`config.mk`:
```
export PLATFORM = sky130hd
export DESIGN_NAME = reservoir_input_sequencer_flat
export DESIGN_NICKNAME = d
export VERILOG_FILES = /design/src/rtl/reservoir_input_sequencer_if.sv /design/src/rtl/reservoir_input_sequencer.sv /design/src/flat_wrapper.sv
export SDC_FILE = /design/constraint.sdc
export NUM_CORES = 1
export LEC_CHECK = 0
export CORE_ASPECT_RATIO = 0.5
export CORE_MARGIN = 8
export CORE_UTILIZATION = 50
export DETAILED_ROUTE_END_ITERATION = 6
export PLACE_DENSITY = 0.78
export SLEW_MARGIN = 20
export SYNTH_ARGS = -nofsm -noshare
export SYNTH_HDL_FRONTEND = slang
export SYNTH_SLANG_ARGS = --single-unit
```
`constraint.sdc`:
```
create_clock -name clk -period 5.5 [get_ports clk]
set_input_delay 0.825 -clock clk [delete_from_list [all_inputs] [get_ports clk]]
set_output_delay 0.825 -clock clk [all_outputs]
set_load 0.01 [all_outputs]
```
`src/rtl/reservoir_input_sequencer_if.sv`:
```
// Signal bundle between an upstream sample source, the input sequencer and the reservoir.
// The master modport is the sample/mask/reservoir-handshake side; the slave modport is the sequencer.
`timescale 1ns/1ps
interface reservoir_input_sequencer_if #(
  parameter int NUM_VIRTUAL_NODES = 10,
  parameter int DATA_WIDTH        = 32,
  parameter int SAMPLE_WIDTH      = 16,
  parameter int MASK_WIDTH        = 10
);
  localparam int AW = (NUM_VIRTUAL_NODES > 1) ? $clog2(NUM_VIRTUAL_NODES) : 1;

  logic                    sample_valid;
  logic                    sample_ready;
  logic [SAMPLE_WIDTH-1:0] sample_data;
  logic                    mask_wr_en;
  logic [AW-1:0]           mask_wr_addr;
  logic [MASK_WIDTH-1:0]   mask_wr_data;
  logic                    mask_wr_dropped;
  logic                    res_en;
  logic [DATA_WIDTH-1:0]   res_din;
  logic                    res_valid;
  logic [AW-1:0]           node_idx;
  logic                    busy;
  logic                    sat;
  logic                    sample_done;

  modport master (
    output sample_valid, sample_data, mask_wr_en, mask_wr_addr, mask_wr_data, res_valid,
    input  sample_ready, mask_wr_dropped, res_en, res_din, node_idx, busy, sat, sample_done
  );

  modport slave (
    input  sample_valid, sample_data, mask_wr_en, mask_wr_addr, mask_wr_data, res_valid,
    output sample_ready, mask_wr_dropped, res_en, res_din, node_idx, busy, sat, sample_done
  );
endinterface

```
`src/rtl/reservoir_input_sequencer.sv`:
```
// Feeds one sample into the reservoir as NUM_VIRTUAL_NODES masked updates, one en pulse per
// node, waiting for the reservoir to drop and re-raise res_valid before moving on.
`timescale 1ns/1ps
module reservoir_input_sequencer #(
  parameter int NUM_VIRTUAL_NODES = 10,
  parameter int DATA_WIDTH        = 32,
  parameter int SAMPLE_WIDTH      = 16,
  parameter int MASK_WIDTH        = 10,
  parameter int MASK_FRAC_BITS    = 8
) (
  input logic                        clk,
  input logic                        rst,
  reservoir_input_sequencer_if.slave bus
);
  localparam int              AW         = (NUM_VIRTUAL_NODES > 1) ? $clog2(NUM_VIRTUAL_NODES) : 1;
  localparam int              PW         = SAMPLE_WIDTH + MASK_WIDTH;
  localparam logic [AW:0]     NODE_LIMIT = (AW+1)'(NUM_VIRTUAL_NODES);
  localparam logic [AW-1:0]   LAST_NODE  = AW'(NUM_VIRTUAL_NODES - 1);

  typedef enum logic [2:0] {IDLE, READ, MULT, ISSUE, ACK} state_t;

  state_t                  state_reg, state_next;
  logic [SAMPLE_WIDTH-1:0] sample_reg, sample_next;
  logic [AW-1:0]           node_idx_reg, node_idx_next;
  logic [DATA_WIDTH-1:0]   res_din_reg, res_din_next;
  logic                    res_en_reg, res_en_next;
  logic                    sat_reg, sat_next;
  logic                    done_reg, done_next;
  logic                    seen_low_reg, seen_low_next;
  logic                    drop_reg, drop_next;
  logic                    ready_reg, ready_next;
  logic                    busy_reg, busy_next;

  logic [MASK_WIDTH-1:0]   mask_mem [NUM_VIRTUAL_NODES];
  logic [MASK_WIDTH-1:0]   mask_rd_reg;

  logic [PW-1:0]           product;
  logic [PW-1:0]           scaled;
  logic                    overflow;
  logic                    wr_ok;

  assign product  = PW'(sample_reg) * PW'(mask_rd_reg);
  assign scaled   = product >> MASK_FRAC_BITS;
  assign overflow = |scaled[PW-1:SAMPLE_WIDTH];
  assign wr_ok    = (state_reg == IDLE) && ({1'b0, bus.mask_wr_addr} < NODE_LIMIT);

  // Mask RAM: no reset, registered read always follows node_idx so READ needs no extra enable.
  always_ff @(posedge clk) begin
    if (bus.mask_wr_en && wr_ok) begin
      mask_mem[bus.mask_wr_addr] <= bus.mask_wr_data;
    end
    mask_rd_reg <= mask_mem[node_idx_reg];
  end

  always_ff @(posedge clk) begin
    if (rst) begin
      state_reg    <= IDLE;
      sample_reg   <= '0;
      node_idx_reg <= '0;
      res_din_reg  <= '0;
      res_en_reg   <= 1'b0;
      sat_reg      <= 1'b0;
      done_reg     <= 1'b0;
      seen_low_reg <= 1'b0;
      drop_reg     <= 1'b0;
      ready_reg    <= 1'b1;
      busy_reg     <= 1'b0;
    end else begin
      state_reg    <= state_next;
      sample_reg   <= sample_next;
      node_idx_reg <= node_idx_next;
      res_din_reg  <= res_din_next;
      res_en_reg   <= res_en_next;
      sat_reg      <= sat_next;
      done_reg     <= done_next;
      seen_low_reg <= seen_low_next;
      drop_reg     <= drop_next;
      ready_reg    <= ready_next;
      busy_reg     <= busy_next;
    end
  end

  always_comb begin
    state_next    = state_reg;
    sample_next   = sample_reg;
    node_idx_next = node_idx_reg;
    res_din_next  = res_din_reg;
    res_en_next   = 1'b0;
    sat_next      = 1'b0;
    done_next     = 1'b0;
    seen_low_next = seen_low_reg;
    drop_next     = bus.mask_wr_en && !wr_ok;

    case (state_reg)
      IDLE: begin
        if (bus.sample_valid) begin
          sample_next   = bus.sample_data;
          node_idx_next = '0;
          state_next    = READ;
        end
      end
      READ: begin
        state_next = MULT;
      end
      MULT: begin
        // res_din is only loaded here, so it stays put while the reservoir consumes it.
        res_din_next                   = '0;
        res_din_next[SAMPLE_WIDTH-1:0] = overflow ? {SAMPLE_WIDTH{1'b1}} : scaled[SAMPLE_WIDTH-1:0];
        sat_next                       = overflow;
        state_next                     = ISSUE;
      end
      ISSUE: begin
        if (bus.res_valid) begin
          res_en_next   = 1'b1;
          seen_low_next = 1'b0;
          state_next    = ACK;
        end
      end
      ACK: begin
        // Require a low phase first: res_valid is still high in the cycle en is presented.
        if (!bus.res_valid) begin
          seen_low_next = 1'b1;
        end else if (seen_low_reg) begin
          if (node_idx_reg == LAST_NODE) begin
            done_next     = 1'b1;
            node_idx_next = '0;
            state_next    = IDLE;
          end else begin
            node_idx_next = node_idx_reg + 1'b1;
            state_next    = READ;
          end
        end
      end
      default: begin
        state_next = IDLE;
      end
    endcase

    ready_next = (state_next == IDLE);
    busy_next  = (state_next != IDLE);
  end

  assign bus.sample_ready    = ready_reg;
  assign bus.busy            = busy_reg;
  assign bus.node_idx        = node_idx_reg;
  assign bus.res_din         = res_din_reg;
  assign bus.res_en          = res_en_reg;
  assign bus.sat             = sat_reg;
  assign bus.sample_done     = done_reg;
  assign bus.mask_wr_dropped = drop_reg;
endmodule

```
`src/flat_wrapper.sv`:
```
// flat-port wrapper written by rule: the top's interface ports become plain ports
module reservoir_input_sequencer_flat 
#(
  parameter int NUM_VIRTUAL_NODES = 10,
  parameter int DATA_WIDTH        = 32,
  parameter int SAMPLE_WIDTH      = 16,
  parameter int MASK_WIDTH        = 10,
  parameter int MASK_FRAC_BITS    = 8
)
  (clk, rst, bus_sample_valid, bus_sample_data, bus_mask_wr_en, bus_mask_wr_addr, bus_mask_wr_data, bus_res_valid, bus_sample_ready, bus_mask_wr_dropped, bus_res_en, bus_res_din, bus_node_idx, bus_busy, bus_sat, bus_sample_done);
  reservoir_input_sequencer_if #(.NUM_VIRTUAL_NODES(NUM_VIRTUAL_NODES), .DATA_WIDTH(DATA_WIDTH), .SAMPLE_WIDTH(SAMPLE_WIDTH), .MASK_WIDTH(MASK_WIDTH)) bus_i ();
  input logic clk;
  input logic rst;
  input wire logic [$bits(bus_i.sample_valid)-1:0] bus_sample_valid;
  input wire logic [$bits(bus_i.sample_data)-1:0] bus_sample_data;
  input wire logic [$bits(bus_i.mask_wr_en)-1:0] bus_mask_wr_en;
  input wire logic [$bits(bus_i.mask_wr_addr)-1:0] bus_mask_wr_addr;
  input wire logic [$bits(bus_i.mask_wr_data)-1:0] bus_mask_wr_data;
  input wire logic [$bits(bus_i.res_valid)-1:0] bus_res_valid;
  output wire logic [$bits(bus_i.sample_ready)-1:0] bus_sample_ready;
  output wire logic [$bits(bus_i.mask_wr_dropped)-1:0] bus_mask_wr_dropped;
  output wire logic [$bits(bus_i.res_en)-1:0] bus_res_en;
  output wire logic [$bits(bus_i.res_din)-1:0] bus_res_din;
  output wire logic [$bits(bus_i.node_idx)-1:0] bus_node_idx;
  output wire logic [$bits(bus_i.busy)-1:0] bus_busy;
  output wire logic [$bits(bus_i.sat)-1:0] bus_sat;
  output wire logic [$bits(bus_i.sample_done)-1:0] bus_sample_done;
  assign bus_i.sample_valid = bus_sample_valid;
  assign bus_i.sample_data = bus_sample_data;
  assign bus_i.mask_wr_en = bus_mask_wr_en;
  assign bus_i.mask_wr_addr = bus_mask_wr_addr;
  assign bus_i.mask_wr_data = bus_mask_wr_data;
  assign bus_i.res_valid = bus_res_valid;
  assign bus_sample_ready = bus_i.sample_ready;
  assign bus_mask_wr_dropped = bus_i.mask_wr_dropped;
  assign bus_res_en = bus_i.res_en;
  assign bus_res_din = bus_i.res_din;
  assign bus_node_idx = bus_i.node_idx;
  assign bus_busy = bus_i.busy;
  assign bus_sat = bus_i.sat;
  assign bus_sample_done = bus_i.sample_done;
  reservoir_input_sequencer #(.NUM_VIRTUAL_NODES(NUM_VIRTUAL_NODES), .DATA_WIDTH(DATA_WIDTH), .SAMPLE_WIDTH(SAMPLE_WIDTH), .MASK_WIDTH(MASK_WIDTH), .MASK_FRAC_BITS(MASK_FRAC_BITS)) u_core (.clk(clk), .rst(rst), .bus(bus_i));
endmodule
```
### After elaboration in Yosys (flattened, before gate mapping)

Memories as Yosys holds them, arrays and structs flattened. A register that Yosys moved wholly into a read port is not among the register bits.
Cells that the tools add are included.

* bitwise operators: 5
* reduce and logical (&&, ||, !) cells: 16
* add/subtract/negate cells: 1
* equal/unequal tests: 10
* muxes and demuxes: 19
* magnitude comparators: 1
* multipliers: 1

Operator list (count)
* $mul A16 B10 Y26: 1
* $mux W16: 1
* $mux W4: 4
* $pmux W3 S5: 1
* $mux W3: 4
* $ne A2 B2 Y1 const B: 4
* $pmux W4 S2: 1
* $mux W1: 7
* $eq A3 B2 Y1 const B: 2
* $logic_not A3 Y1: 2
* $reduce_or A2 Y1: 3
* $not A1 Y1: 5
* $add A4 B1 Y4 const B: 1
* $eq A4 B4 Y1 const B: 1
* $lt A4 B4 Y1 const B: 1
* $reduce_and A4 Y1: 1
* $reduce_bool A2 Y1: 2
* $reduce_or A4 Y1: 1
* $eq A3 B1 Y1 const B: 1
* $eq A3 B3 Y1 const B: 1
* $logic_and A1 B1 Y1: 3
* $reduce_and A3 Y1: 1
* $reduce_bool A3 Y1: 1
* $ne A2 B1 Y1 const B: 1
* other kinds (3): 3

* word-level logic and storage cells: 65
* memories kept: 1
* register bits: 46
* bits in writable memories: 100
* input bits: 35
* output and inout port bits: 42

Memories
* u_core.mask_mem: depth 10, bits a word 10, read ports 1, clocked after memory_dff 1, write ports 1, RTL line reservoir_input_sequencer.sv:34 `logic [MASK_WIDTH-1:0] mask_mem [NUM_VIRTUAL_NODES];`

### Longest topological paths before layout

Gate-level depths: netlist (run 1).

* word-level depth: 6
* depth in mapped cells: 21
* mapped depth without buffers: 19

### Worst setup path before layout (run 1)

OpenSTA, ideal clock, no wires.

* kind: reg-to-reg
* start: reg u_core.mask_rd_reg[1] (read register of u_core.mask_mem)
* end: reg u_core.res_din_reg[13], in the netlist u_core.bus.res_din[13]
* data arrival time: 5.224 ns
* required time: 5.354 ns
* buffers on the path: 3
* setup slack: 0.130 ns
* period minus slack after synthesis: 5.370 ns
* setup time: 0.146 ns
* cell stages (with the launch flop): 21
* cell sequence: dfxtp_1 clkbuf_1 nand2_1 fa_1 inv_1 fa_1 fa_1 fa_1 inv_1 fa_1 inv_1 ha_1 buf_2 a21oi_1 nor2_1 nor3b_2 a221oi_1 or4_4 a2bb2oi_4 buf_6 a311oi_2

* word-level cells in the longest chain between the ends: 3

RTL lines
* from (decl): RTL line reservoir_input_sequencer.sv:35 `logic [MASK_WIDTH-1:0] mask_rd_reg;`
* $mul A16 B10 Y26 (*): RTL line reservoir_input_sequencer.sv:42 `assign product = PW'(sample_reg) * PW'(mask_rd_reg);`
* $reduce_or A2 Y1: RTL line reservoir_input_sequencer.sv:44 `assign overflow = |scaled[PW-1:SAMPLE_WIDTH];`
* $mux W16 (*): RTL line reservoir_input_sequencer.sv:108 `res_din_next[SAMPLE_WIDTH-1:0] = overflow ? {SAMPLE_WIDTH{1'b1}} : scaled[SAMPLE_WIDTH-1:0];`
* to (signal assigned): RTL line reservoir_input_sequencer.sv:72 `res_din_reg <= res_din_next;`
* to (decl): RTL line reservoir_input_sequencer.sv:25 `logic [DATA_WIDTH-1:0] res_din_reg, res_din_next;`

Every way passes the cells marked *; elsewhere a longest branch is shown, timed or not.
A chain may end at the register's enable or synchronous reset.

### Final worst setup path (run 1)

* start: reg u_core.sample_reg[12]
* end: reg u_core.res_din_reg[4], in the netlist u_core.bus.res_din[4]

* word-level cells in the longest chain between the ends: 3

RTL lines
* from (decl): RTL line reservoir_input_sequencer.sv:23 `logic [SAMPLE_WIDTH-1:0] sample_reg, sample_next;`
* from (signal assigned): RTL line reservoir_input_sequencer.sv:70 `sample_reg <= sample_next;`
* $mul A16 B10 Y26 (*): RTL line reservoir_input_sequencer.sv:42
* $reduce_or A2 Y1: RTL line reservoir_input_sequencer.sv:44
* $mux W16 (*): RTL line reservoir_input_sequencer.sv:108

Marked as above.

==> results.toml, run 1 <==
[pwr]
p_comb_frac = 0.299
ir_worst_vdd_mv = 0.188
power.switching_mw = 1.21
p_sw_frac = 0.336
p_leak_nw = 5.28
clockPowerShare = 0.322
intPower_mw = 2.40
power_frac_seq = 0.379
powerDensity_nw_per_um2 = 285

[setup_path]
reg2reg_depth = 19
cpMaxStageDelayCell = "fa_1"
required_ps = 5830
path_class = "flip-flop to flip-flop"
r2r-start = "u_core.sample_reg[12]"
path_max_fanout = 17
worst-path-buf-inv = 5
rrSetupSlack_ps = 190
crit_family = "adder cells"
crit_end = "u_core.bus.res_din[4]"
slowest_delay_ps = 540
r2r_end = "u_core.bus.res_din[4]"
cp.depth = 19
end_kind = "flip-flop"
cp-start-kind = "flip-flop"
arrival_ps = 5630
path_common_cell = "fa_1"
startpoint = "u_core.sample_reg[12]"
path_cells = "buf_4 > nand2_1 > fa_1 > inv_1 > fa_1 > inv_1 > fa_1 > inv_1 > fa_1 > ha_1 > ha_2 > nor2_1 > o31ai_2 > nand4_1 > a221oi_2 > or4_4 > a2bb2oi_4 > buf_12 > a311oi_1"

[yosys]
synthCells = 1005
syn_avg_cell_area_um2 = 10.9
ys_warn_count = 0
seq_area_frac_synth = 0.375
synthesis.area_um2 = 11000
ys_ff_latch = 156
async_reset_ff_frac = 0
yosysUniqueCellTypes = 59
synth_ff_type = "edfxtp_1"
synth_edf_count = 100

[finish]
final_cell_mix = "nand2_1, inv_1, fa_1"
mostFrequentLayoutCell = "nand2_1"
largest_reg_flops = 100
utilization = 0.586
fin_cells = 1380
area_growth_pct = 15.3
drive_gt1_frac = 0.126
fin_nets = 1272
num-fill-cells = 1715
n_antenna_cell = 0

[clock_tree]
cts-root-buf = "clkbuf_16"
cts.path.max_buffers = 2
cts_buffers = 17
cts_tree = "yes"
h-tree-depth = 4
clk_latency_ps = 430
clkSinkCount = 156
clkTransAtPathRegs_ps = 70

[drt]
drtPass1Iterations = 6
first_iter_violations = 595
final_antenna_net_count = 0
viasPerCell = 5.49
drc = 0
routed_wl_um = 24900
via_count = 7578
drt-wirelength-per-cell_um = 18.1

[die]
start_util = 0.508
num_io_pins = 77
die_h_um = 121
dieWidth_um = 226
fp-row-count = 38
core_area_um2 = 21600
dieArea_um2 = 27300

[grt]
grt-busiest-layer = "met2"
grt_max_degree = 42
grt_pass1_wl_um = 40700
grtUsageMet3 = 0.0367
antenna_found_initial = 0
first_global_vias = 8011
use_met1 = 0.234
met2_usage = 0.324
grt-ovfl-total = 0
grt.total_usage = 0.188

[sta]
worst_pin_slew_ps = 1000
setup_viol = 0
relSlewSlack = 0.328
period_share = 0.965
final_hold_viol_count = 0
fmax_ghz = 0.188
clock-skew-final_ps = 10.5
fin_crit_ps = 5310
slew_viol_final = 0

[placement]
placedCellCount = 1347
place_hpwl_um = 18700
routabilityCongestion = 1.01
port_buffers = 60

[worst_hold_path]
min_from = "u_core.bus.res_din[0]"
hold_path.class = "flip-flop to flip-flop"

[status]
outcome = "finished clean"

[run]
max-cap-violations = 0
[stage by stage]
step	setup slack [ps]	power (mW)	area, um^2	TNS, ps	hold slack, ps
global placement	-27.8	2.41	12000	-27.8	488
global route	-32.1	3.82	12700	-247	537
floorplan	130	2.10	11000	0	435
finish	195	3.61	12700	0	500
detailed placement	-124	2.44	12000	-896	496
CTS	16.9	3.61	12600	0	506
[worst min path at each step]
stage / to / slack (ps) / cells after the start
2_1_floorplan: u_core.sample_reg[10] / 440 / 2
3_3_place_gp: u_core.bus.res_din[0] / 490 / 2
3_5_place_dp: u_core.bus.res_din[12] / 500 / 2
4_1_cts: u_core.bus.res_din[0] / 510 / 2
5_1_grt: u_core.bus.res_din[9] / 540 / 2
6_report: u_core.bus.res_din[0] / 500 / 2
[power by group through the flow]
stage / clock (mW) / sequential (mW) / combinational (mW)
CTS: 1.18 / 1.37 / 1.06
global placement: 0 / 1.38 / 1.03
detailed placement: 0 / 1.39 / 1.05
floorplan: 0 / 1.35 / 0.755
global route: 1.22 / 1.38 / 1.23
finish: 1.16 / 1.37 / 1.08
[cells by family after synthesis]
group / after synthesis / share of synthesized area
simple gates: 310 / 0.137
buf+inv: 193 / 0.0728
fa+ha+maj: 170 / 0.268
flops: 156 / 0.375
compound gates: 124 / 0.0804
mux: 30 / 0.0501
xor+xnor: 21 / 0.0167
other cells: 1 / 0.000341
[cells in the mapped netlist, drive strengths merged, types with 2 or more instances]
master	n	share of area
o211ai	2	0.0014
nand2b	4	0.0023
xor2	10	0.0080
nor3	9	0.0041
a31oi	4	0.0023
and2	78	0.044
xnor2	11	0.0088
a21oi	49	0.023
a21o	7	0.0048
nand2	134	0.046
edfxtp	100	0.27
o21a	3	0.0020
o21ai	12	0.0055
o211a	2	0.0018
nor2	47	0.016
or3	3	0.0017
inv	124	0.042
clkbuf	43	0.015
mux2i	10	0.0091
nand3	4	0.0018
and4	2	0.0020
nand4	8	0.0046
buf	26	0.016
mux4	20	0.041
a211oi	14	0.010
dfxtp	56	0.10
a2bb2oi	2	0.0032
nor3b	3	0.0025
nor2b	11	0.0063
nor4	2	0.0011
fa	109	0.20
ha	61	0.069
a311oi	17	0.015
o31ai	5	0.0056
[area by class of cell]
class | instances | area, um^2 | area share
flip-flops and latches | 156 | 4160 | 0.328
multi-input cells | 671 | 6210 | 0.490
well taps | 300 | 375 | 0.0296
repair buffers | 97 | 891 | 0.0703
clock inverters | 14 | 149 | 0.0117
clock buffers | 18 | 429 | 0.0338
inverters | 124 | 465 | 0.0367
[per-layer routing]
| layer | share of wire | up-vias |
|---|---|---|
| li1 | - | 3436 |
| met1 | 0.42 | 3842 |
| met2 | 0.49 | 242 |
| met3 | 0.054 | 58 |
| met4 | 0.028 | 0 |
| met5 | 0 | - |
[repair_timing]
action	4_1_cts	5_1_grt
hold buffers	0	0
buffers inserted	0	1
endpoints found under the hold margin	0	0
endpoints found under the setup margin	16	17
gates resized for setup	10	28
pin swaps	0	3
[worst register-to-register path, stage by stage, from the launching register on]
cell and delay [ps]:
dfxtp_4 430, buf_4 160, nand2_1 80, fa_1 540, inv_1 70, fa_1 540
inv_1 60, fa_1 490, inv_1 50, fa_1 430, ha_1 290, ha_2 390
nor2_1 80, o31ai_2 320, nand4_1 230, a221oi_2 380, or4_4 190, a2bb2oi_4 50
buf_12 160, a311oi_1 290
Power figures use the tool's default switching activity.
==> run 2: changes to the inputs <==
--- a/config.mk
+++ b/config.mk
@@ -5,12 +5,14 @@
 export SDC_FILE = /design/constraint.sdc
 export NUM_CORES = 1
 export LEC_CHECK = 0
+export ABC_AREA = 1
 export CORE_ASPECT_RATIO = 0.5
 export CORE_MARGIN = 8
 export CORE_UTILIZATION = 50
 export DETAILED_ROUTE_END_ITERATION = 6
-export PLACE_DENSITY = 0.78
+export PLACE_DENSITY = 0.75
 export SLEW_MARGIN = 20
 export SYNTH_ARGS = -nofsm -noshare
 export SYNTH_HDL_FRONTEND = slang
 export SYNTH_SLANG_ARGS = --single-unit
+export TNS_END_PERCENT = 50
==> constraint.sdc (replaced) <==
create_clock -name clk -period 5.41 [get_ports clk]
set_input_delay 0.8115 -clock clk [delete_from_list [all_inputs] [get_ports clk]]
set_output_delay 0.8115 -clock clk [all_outputs]
set_load 0.01 [all_outputs]
==> run 2 against run 1 <==
Critical path depth increased by 4. Highest routed layer unchanged. Non-clock buffer count decreased by 19. Largest power group unchanged. Sequential share of layout area decreased by 0.82 points. Critical path type unchanged. Wire length increased by 8.3%. Global-route usage increased by 0.84 points.
==> results.toml, run 2 <==
[finish]
final_cell_mix = "nand2_1, inv_1, nor2_1"
area_growth_pct = 12.6
mostFrequentLayoutCell = "nand2_1"
stdcell_area_um2 = 12900
fin_cells = 1711
utilization = 0.570
n_antenna_cell = 0
fin_nets = 1596
largest_reg_flops = 100
drive_gt1_frac = 0.0548

[setup_path]
path_max_fanout = 11
end_kind = "flip-flop"
cp-start-kind = "flip-flop"
required_ps = 5720
path_class = "flip-flop to flip-flop"
rrSetupSlack_ps = 310
arrival_ps = 5410

[sta]
relSlewSlack = 0.236
whs_ps = 497
worst_pin_slew_ps = 1140
rsz0062_at_grt = "false"
fmax_ghz = 0.196
fin_ws_ps = 310
fin_crit_ps = 5100
slew_viol_final = 0
period_share = 0.943
final_hold_viol_count = 0
fin_tns_setup_ps = 0
clock-skew-final_ps = 8.29
setup_viol = 0

[pwr]
ir_worst_vdd_mv = 0.252
power.switching_mw = 1.44
power.total_mw = 3.90
p_leak_nw = 6.41
p_sw_frac = 0.370
powerDensity_nw_per_um2 = 302
clockPowerShare = 0.295
intPower_mw = 2.46
p_comb_frac = 0.338
power_frac_seq = 0.367

[drt]
drtPass1Iterations = 6
wl_met2_um = 13400
wl_met3_um = 1670
final_antenna_net_count = 0
wl_met1_um = 11400
routed_wl_um = 27000
via_count = 8858
drc = 0
drt-wirelength-per-cell_um = 15.8
viasPerCell = 5.18
highest_layer = "met4"
first_iter_violations = 750

[die]
core_area_um2 = 22700
die_h_um = 123
dieArea_um2 = 28400
dieWidth_um = 230
fp-row-count = 39
num_io_pins = 77
start_util = 0.507

[grt]
antenna_found_initial = 0
grt_max_degree = 57
grt_pass1_wl_um = 45300
grt.total_usage = 0.197
first_global_vias = 9341
grt-ovfl-total = 0

[yosys]
ys_ff_latch = 156
synthTopCellsByCount = "nand2_1, inv_1, nor2_1"
synth_top_area_share = 0.261
synth_largest_area_cell = "edfxtp_1"
seq_area_frac_synth = 0.359
synth_area_leaders = "edfxtp_1, fa_1, nand2_1"
synth_edf_count = 100
synth_ff_type = "edfxtp_1"
synthCells = 1356
synthesis.area_um2 = 11500
yosysUniqueCellTypes = 35
synth_most_common_cell = "nand2_1"
syn_avg_cell_area_um2 = 8.48
async_reset_ff_frac = 0
ys_warn_count = 0

[placement]
placedCellCount = 1679
routabilityCongestion = 0.907
pre_cts_ws_ps = 112
place_area_um2 = 12400
port_buffers = 60
place_hpwl_um = 20300

[clock_tree]
cts_buffers = 17
clkSinkCount = 156
h-tree-depth = 4
cts.path.max_buffers = 2
cts_tree = "yes"
postCtsHoldBufs = 0
clk_latency_ps = 420
cts-root-buf = "clkbuf_16"
clkTransAtPathRegs_ps = 70

[worst_hold_path]
hold_path.class = "flip-flop to flip-flop"

[run]
max-cap-violations = 0

[status]
outcome = "finished clean"
run 2: cell types whose count changed after synthesis, sizes merged, moves of 20 or more:
cell   delta
nand3    +24
and2     -78
o21ai    +68
mux4     -20
inv     +146
nand2   +204
nor2     +72
run 2: power by group through the flow:
| stage | clock, mW | combinational (mW) | sequential (mW) |
|---|---|---|---|
| 2_1_floorplan | 0 | 0.979 | 1.37 |
| 3_3_place_gp | 0 | 1.29 | 1.44 |
| 3_5_place_dp | 0 | 1.32 | 1.45 |
| 4_1_cts | 1.16 | 1.33 | 1.43 |
| 5_1_grt | 1.21 | 1.53 | 1.44 |
| 6_report | 1.15 | 1.32 | 1.43 |
run 2: area by class of cell:
cell class	count	area, um^2
inverters	271	1020
fillers	2006	9750
multi-input cells	867	6100
repair buffers	78	736
clock buffers	19	433
clock inverters	13	133
well taps	307	384
flip-flops and latches	156	4140
run 2: cells by family (layout without fill, tap and decap cells):
| logic type | Yosys count | after routing | synth area share |
|---|---|---|---|
| simple gates | 506 | 506 | 0.175 |
| buf+inv | 348 | 381 | 0.120 |
| fa+ha+maj | 170 | 170 | 0.256 |
| compound gates | 165 | 165 | 0.0821 |
| flops | 156 | 156 | 0.359 |
| xor+xnor | 10 | 10 | 0.00762 |
| other cells | 1 | 16 | 0.000326 |
run 2: path summary, 6_finish.rpt:
| kind | from | to | depth (start not counted) |
|---|---|---|---|
| setup / recovery | u_core.sample_reg[5] | u_core.bus.res_din[4] | 23 |
| hold reg to reg | u_core.seen_low_reg | u_core.seen_low_reg | 2 |
| hold / removal | u_core.seen_low_reg | u_core.seen_low_reg | 2 |
| setup reg to reg | u_core.sample_reg[5] | u_core.bus.res_din[4] | 23 |
run 2: routing by layer:
layer / vias up / GRT usage
li1: 4236 / -
met1: 4298 / 0.237
met2: 276 / 0.360
met3: 48 / 0.0318
met4: 0 / 0.0677
met5: - / 0
run 2: critical path, cell delays in order, from the launching register on:
cell	delay (ps)
dfxtp_1	650
nand2_1	130
fa_1	500
inv_1	50
fa_1	500
inv_1	50
fa_1	530
inv_1	50
fa_1	470
inv_1	60
fa_1	480
inv_1	50
ha_1	330
nand2_1	120
nor2_1	190
nand2_1	80
nor2_1	100
nand2_1	80
nand2_1	70
nand2_1	60
nand2_2	100
nand2_2	120
o21ai_1	160
inv_1	60
run 2: repair_timing:
item / CTS / global route
endpoints found under the hold margin: 0 / 0
gates resized for setup: 0 / 14
endpoints found under the setup margin: 0 / 17
buffers inserted: 0 / 0
==> run 3: changes to the inputs <==
--- a/config.mk
+++ b/config.mk
@@ -8,9 +8,9 @@
 export ABC_AREA = 1
 export CORE_ASPECT_RATIO = 0.5
 export CORE_MARGIN = 8
-export CORE_UTILIZATION = 50
+export CORE_UTILIZATION = 30
 export DETAILED_ROUTE_END_ITERATION = 6
-export PLACE_DENSITY = 0.75
+export PLACE_DENSITY = 0.52
 export SLEW_MARGIN = 20
 export SYNTH_ARGS = -nofsm -noshare
 export SYNTH_HDL_FRONTEND = slang
==> run 3 against run 2 <==
Clock skew increased by 1.6 ps. Fmax increased by 2.8%. Register-to-register slack improved by 140 ps. Die area increased by 59%. Critical path type unchanged.
==> results.toml, run 3 (synthesized netlist as in run 2, its figures left out) <==
[status]
outcome = "finished clean"

[drt]
viasPerCell = 4.41
first_iter_violations = 441
drtPass1Iterations = 6
routed_wl_um = 29100
drc = 0
via_count = 8574
final_antenna_net_count = 0
drt-wirelength-per-cell_um = 15.0

[sta]
clock-skew-final_ps = 9.92
period_share = 0.917
whs_ps = 495
setup_viol = 0
slew_viol_final = 0
final_hold_viol_count = 0
relSlewSlack = 0.309
fin_tns_setup_ps = 0
fmax_ghz = 0.202
fin_crit_ps = 4960
worst_pin_slew_ps = 1030
rsz0062_at_grt = "false"
fin_ws_ps = 450

[setup_path]
r2r-start = "u_core.sample_reg[2]"
arrival_ps = 5290
path_class = "flip-flop to flip-flop"
rrSetupSlack_ps = 450
r2r_end = "u_core.bus.res_din[7]"
reg2reg_depth = 21
cp-start-kind = "flip-flop"
path_max_fanout = 11
required_ps = 5730
end_kind = "flip-flop"

[pwr]
powerDensity_nw_per_um2 = 296
p_leak_nw = 6.54
clockPowerShare = 0.301
power.switching_mw = 1.48
power_frac_seq = 0.355
p_sw_frac = 0.374
intPower_mw = 2.48
p_comb_frac = 0.344
ir_worst_vdd_mv = 0.186

[finish]
drive_gt1_frac = 0.0653
n_antenna_cell = 0
num-fill-cells = 3911
fin_nets = 1617
mostFrequentLayoutCell = "nand2_1"
final_cell_mix = "nand2_1, inv_1, nor2_1"
largest_reg_flops = 100
area_growth_pct = 16.3

[worst_hold_path]
worst_hold_path.endpoint = "u_core.seen_low_reg"
min_from = "u_core.seen_low_reg"
hold_depth = 2
hold_path.class = "flip-flop to flip-flop"

[clock_tree]
cts.path.max_buffers = 2
cts_resized = 0
cts-root-buf = "clkbuf_16"
postCtsHoldBufs = 0
cts_setup_buffers = 0
h-tree-depth = 4
clkTransAtPathRegs_ps = 70
cts_tree = "yes"
clk_latency_ps = 430
cts_buffers = 17
clkSinkCount = 156

[placement]
place_hpwl_um = 21500
routabilityCongestion = 0.837
port_buffers = 60
pre_cts_ws_ps = 189

[die]
fp-row-count = 50
start_util = 0.306
num_io_pins = 77
dieWidth_um = 293
die_h_um = 154
dieArea_um2 = 45200
core_area_um2 = 37600

[grt]
antenna_found_initial = 0
grt_max_degree = 57
grt.total_usage = 0.134
grt-ovfl-total = 0
grt_pass1_wl_um = 48500
first_global_vias = 9091

[run]
max-cap-violations = 0
[run 3: cell types whose count changed in the layout (fill, tap and decap cells not counted)]
cell and change:
buf_12 +1, buf_4 +20, clkbuf_1 -2, clkinv_2 +1, clkinv_4 +1, clkinvlp_4 -2, dfxtp_1 +4, dfxtp_2 -4
inv_8 +2, nor2_1 +3, nor2_2 -3, nor4_2 +2, nor4_4 -2
[run 3: worst max path at each step]
stage | from | end | slack, ps | depth (start not counted)
2_1_floorplan | u_core.mask_rd_reg[2] | u_core.bus.res_din[3] | 480 | 25
3_3_place_gp | u_core.mask_rd_reg[4] | u_core.bus.res_din[3] | 190 | 22
3_5_place_dp | u_core.mask_rd_reg[4] | u_core.bus.res_din[1] | 190 | 22
4_1_cts | u_core.mask_rd_reg[4] | u_core.bus.res_din[0] | 160 | 21
5_1_grt | u_core.sample_reg[2] | u_core.bus.res_din[7] | 3 | 21
6_report | u_core.sample_reg[2] | u_core.bus.res_din[7] | 450 | 21
[run 3: critical path, cell delays in order, from the launching register on]
cell,delay [ps]
dfxtp_1,630
nand2_1,150
fa_1,550
fa_1,490
inv_1,50
fa_1,440
fa_1,490
inv_1,50
fa_1,470
inv_1,40
ha_1,340
nand2_1,130
nor2_1,200
nand2_1,80
nor2_1,80
nand2_1,90
nand2_1,70
nand2_1,40
nand2_1,120
nand2_2,130
o21ai_1,150
inv_1,40
[run 3: per-layer routing]
metal | vias to the layer above | wire length (um) | GRT usage | share of wire
met5 | - | 0 | 0 | 0
met4 | 0 | 378 | 0.0353 | 0.013
met3 | 29 | 892 | 0.0181 | 0.031
met2 | 123 | 15000 | 0.249 | 0.52
met1 | 4145 | 12800 | 0.163 | 0.44
li1 | 4277 | - | - | -
[run 3: area by class of cell]
class                   instances  area [um^2]  share of cell area
clock buffers                  17          425              0.0318
repair buffers                 99          906              0.0678
clock inverters                15          154              0.0115
well taps                     520          651              0.0487
flip-flops and latches        156         4140               0.310
multi-input cells             867         6070               0.454
inverters                     271         1020              0.0761
[run 3: through the flow]
stage	instances	power (mW)	util	cell area, um^2
3_3_place_gp	1913	2.80	0.340	12800
5_1_grt	1945	4.28	0.355	13400
3_5_place_dp	1913	2.80	0.340	12800
2_1_floorplan	1371	2.35	-	11500
4_1_cts	1945	4.01	0.355	13400
6_report	1945	3.96	0.355	13400
[run 3: power groups by stage]
stage	sequential (mW)	combinational [mW]	clock, mW
after floorplan	1.37	0.979	0
after global placement	1.43	1.37	0
after detailed placement	1.43	1.38	0
after CTS	1.40	1.39	1.22
after global routing	1.41	1.59	1.28
final	1.40	1.36	1.19
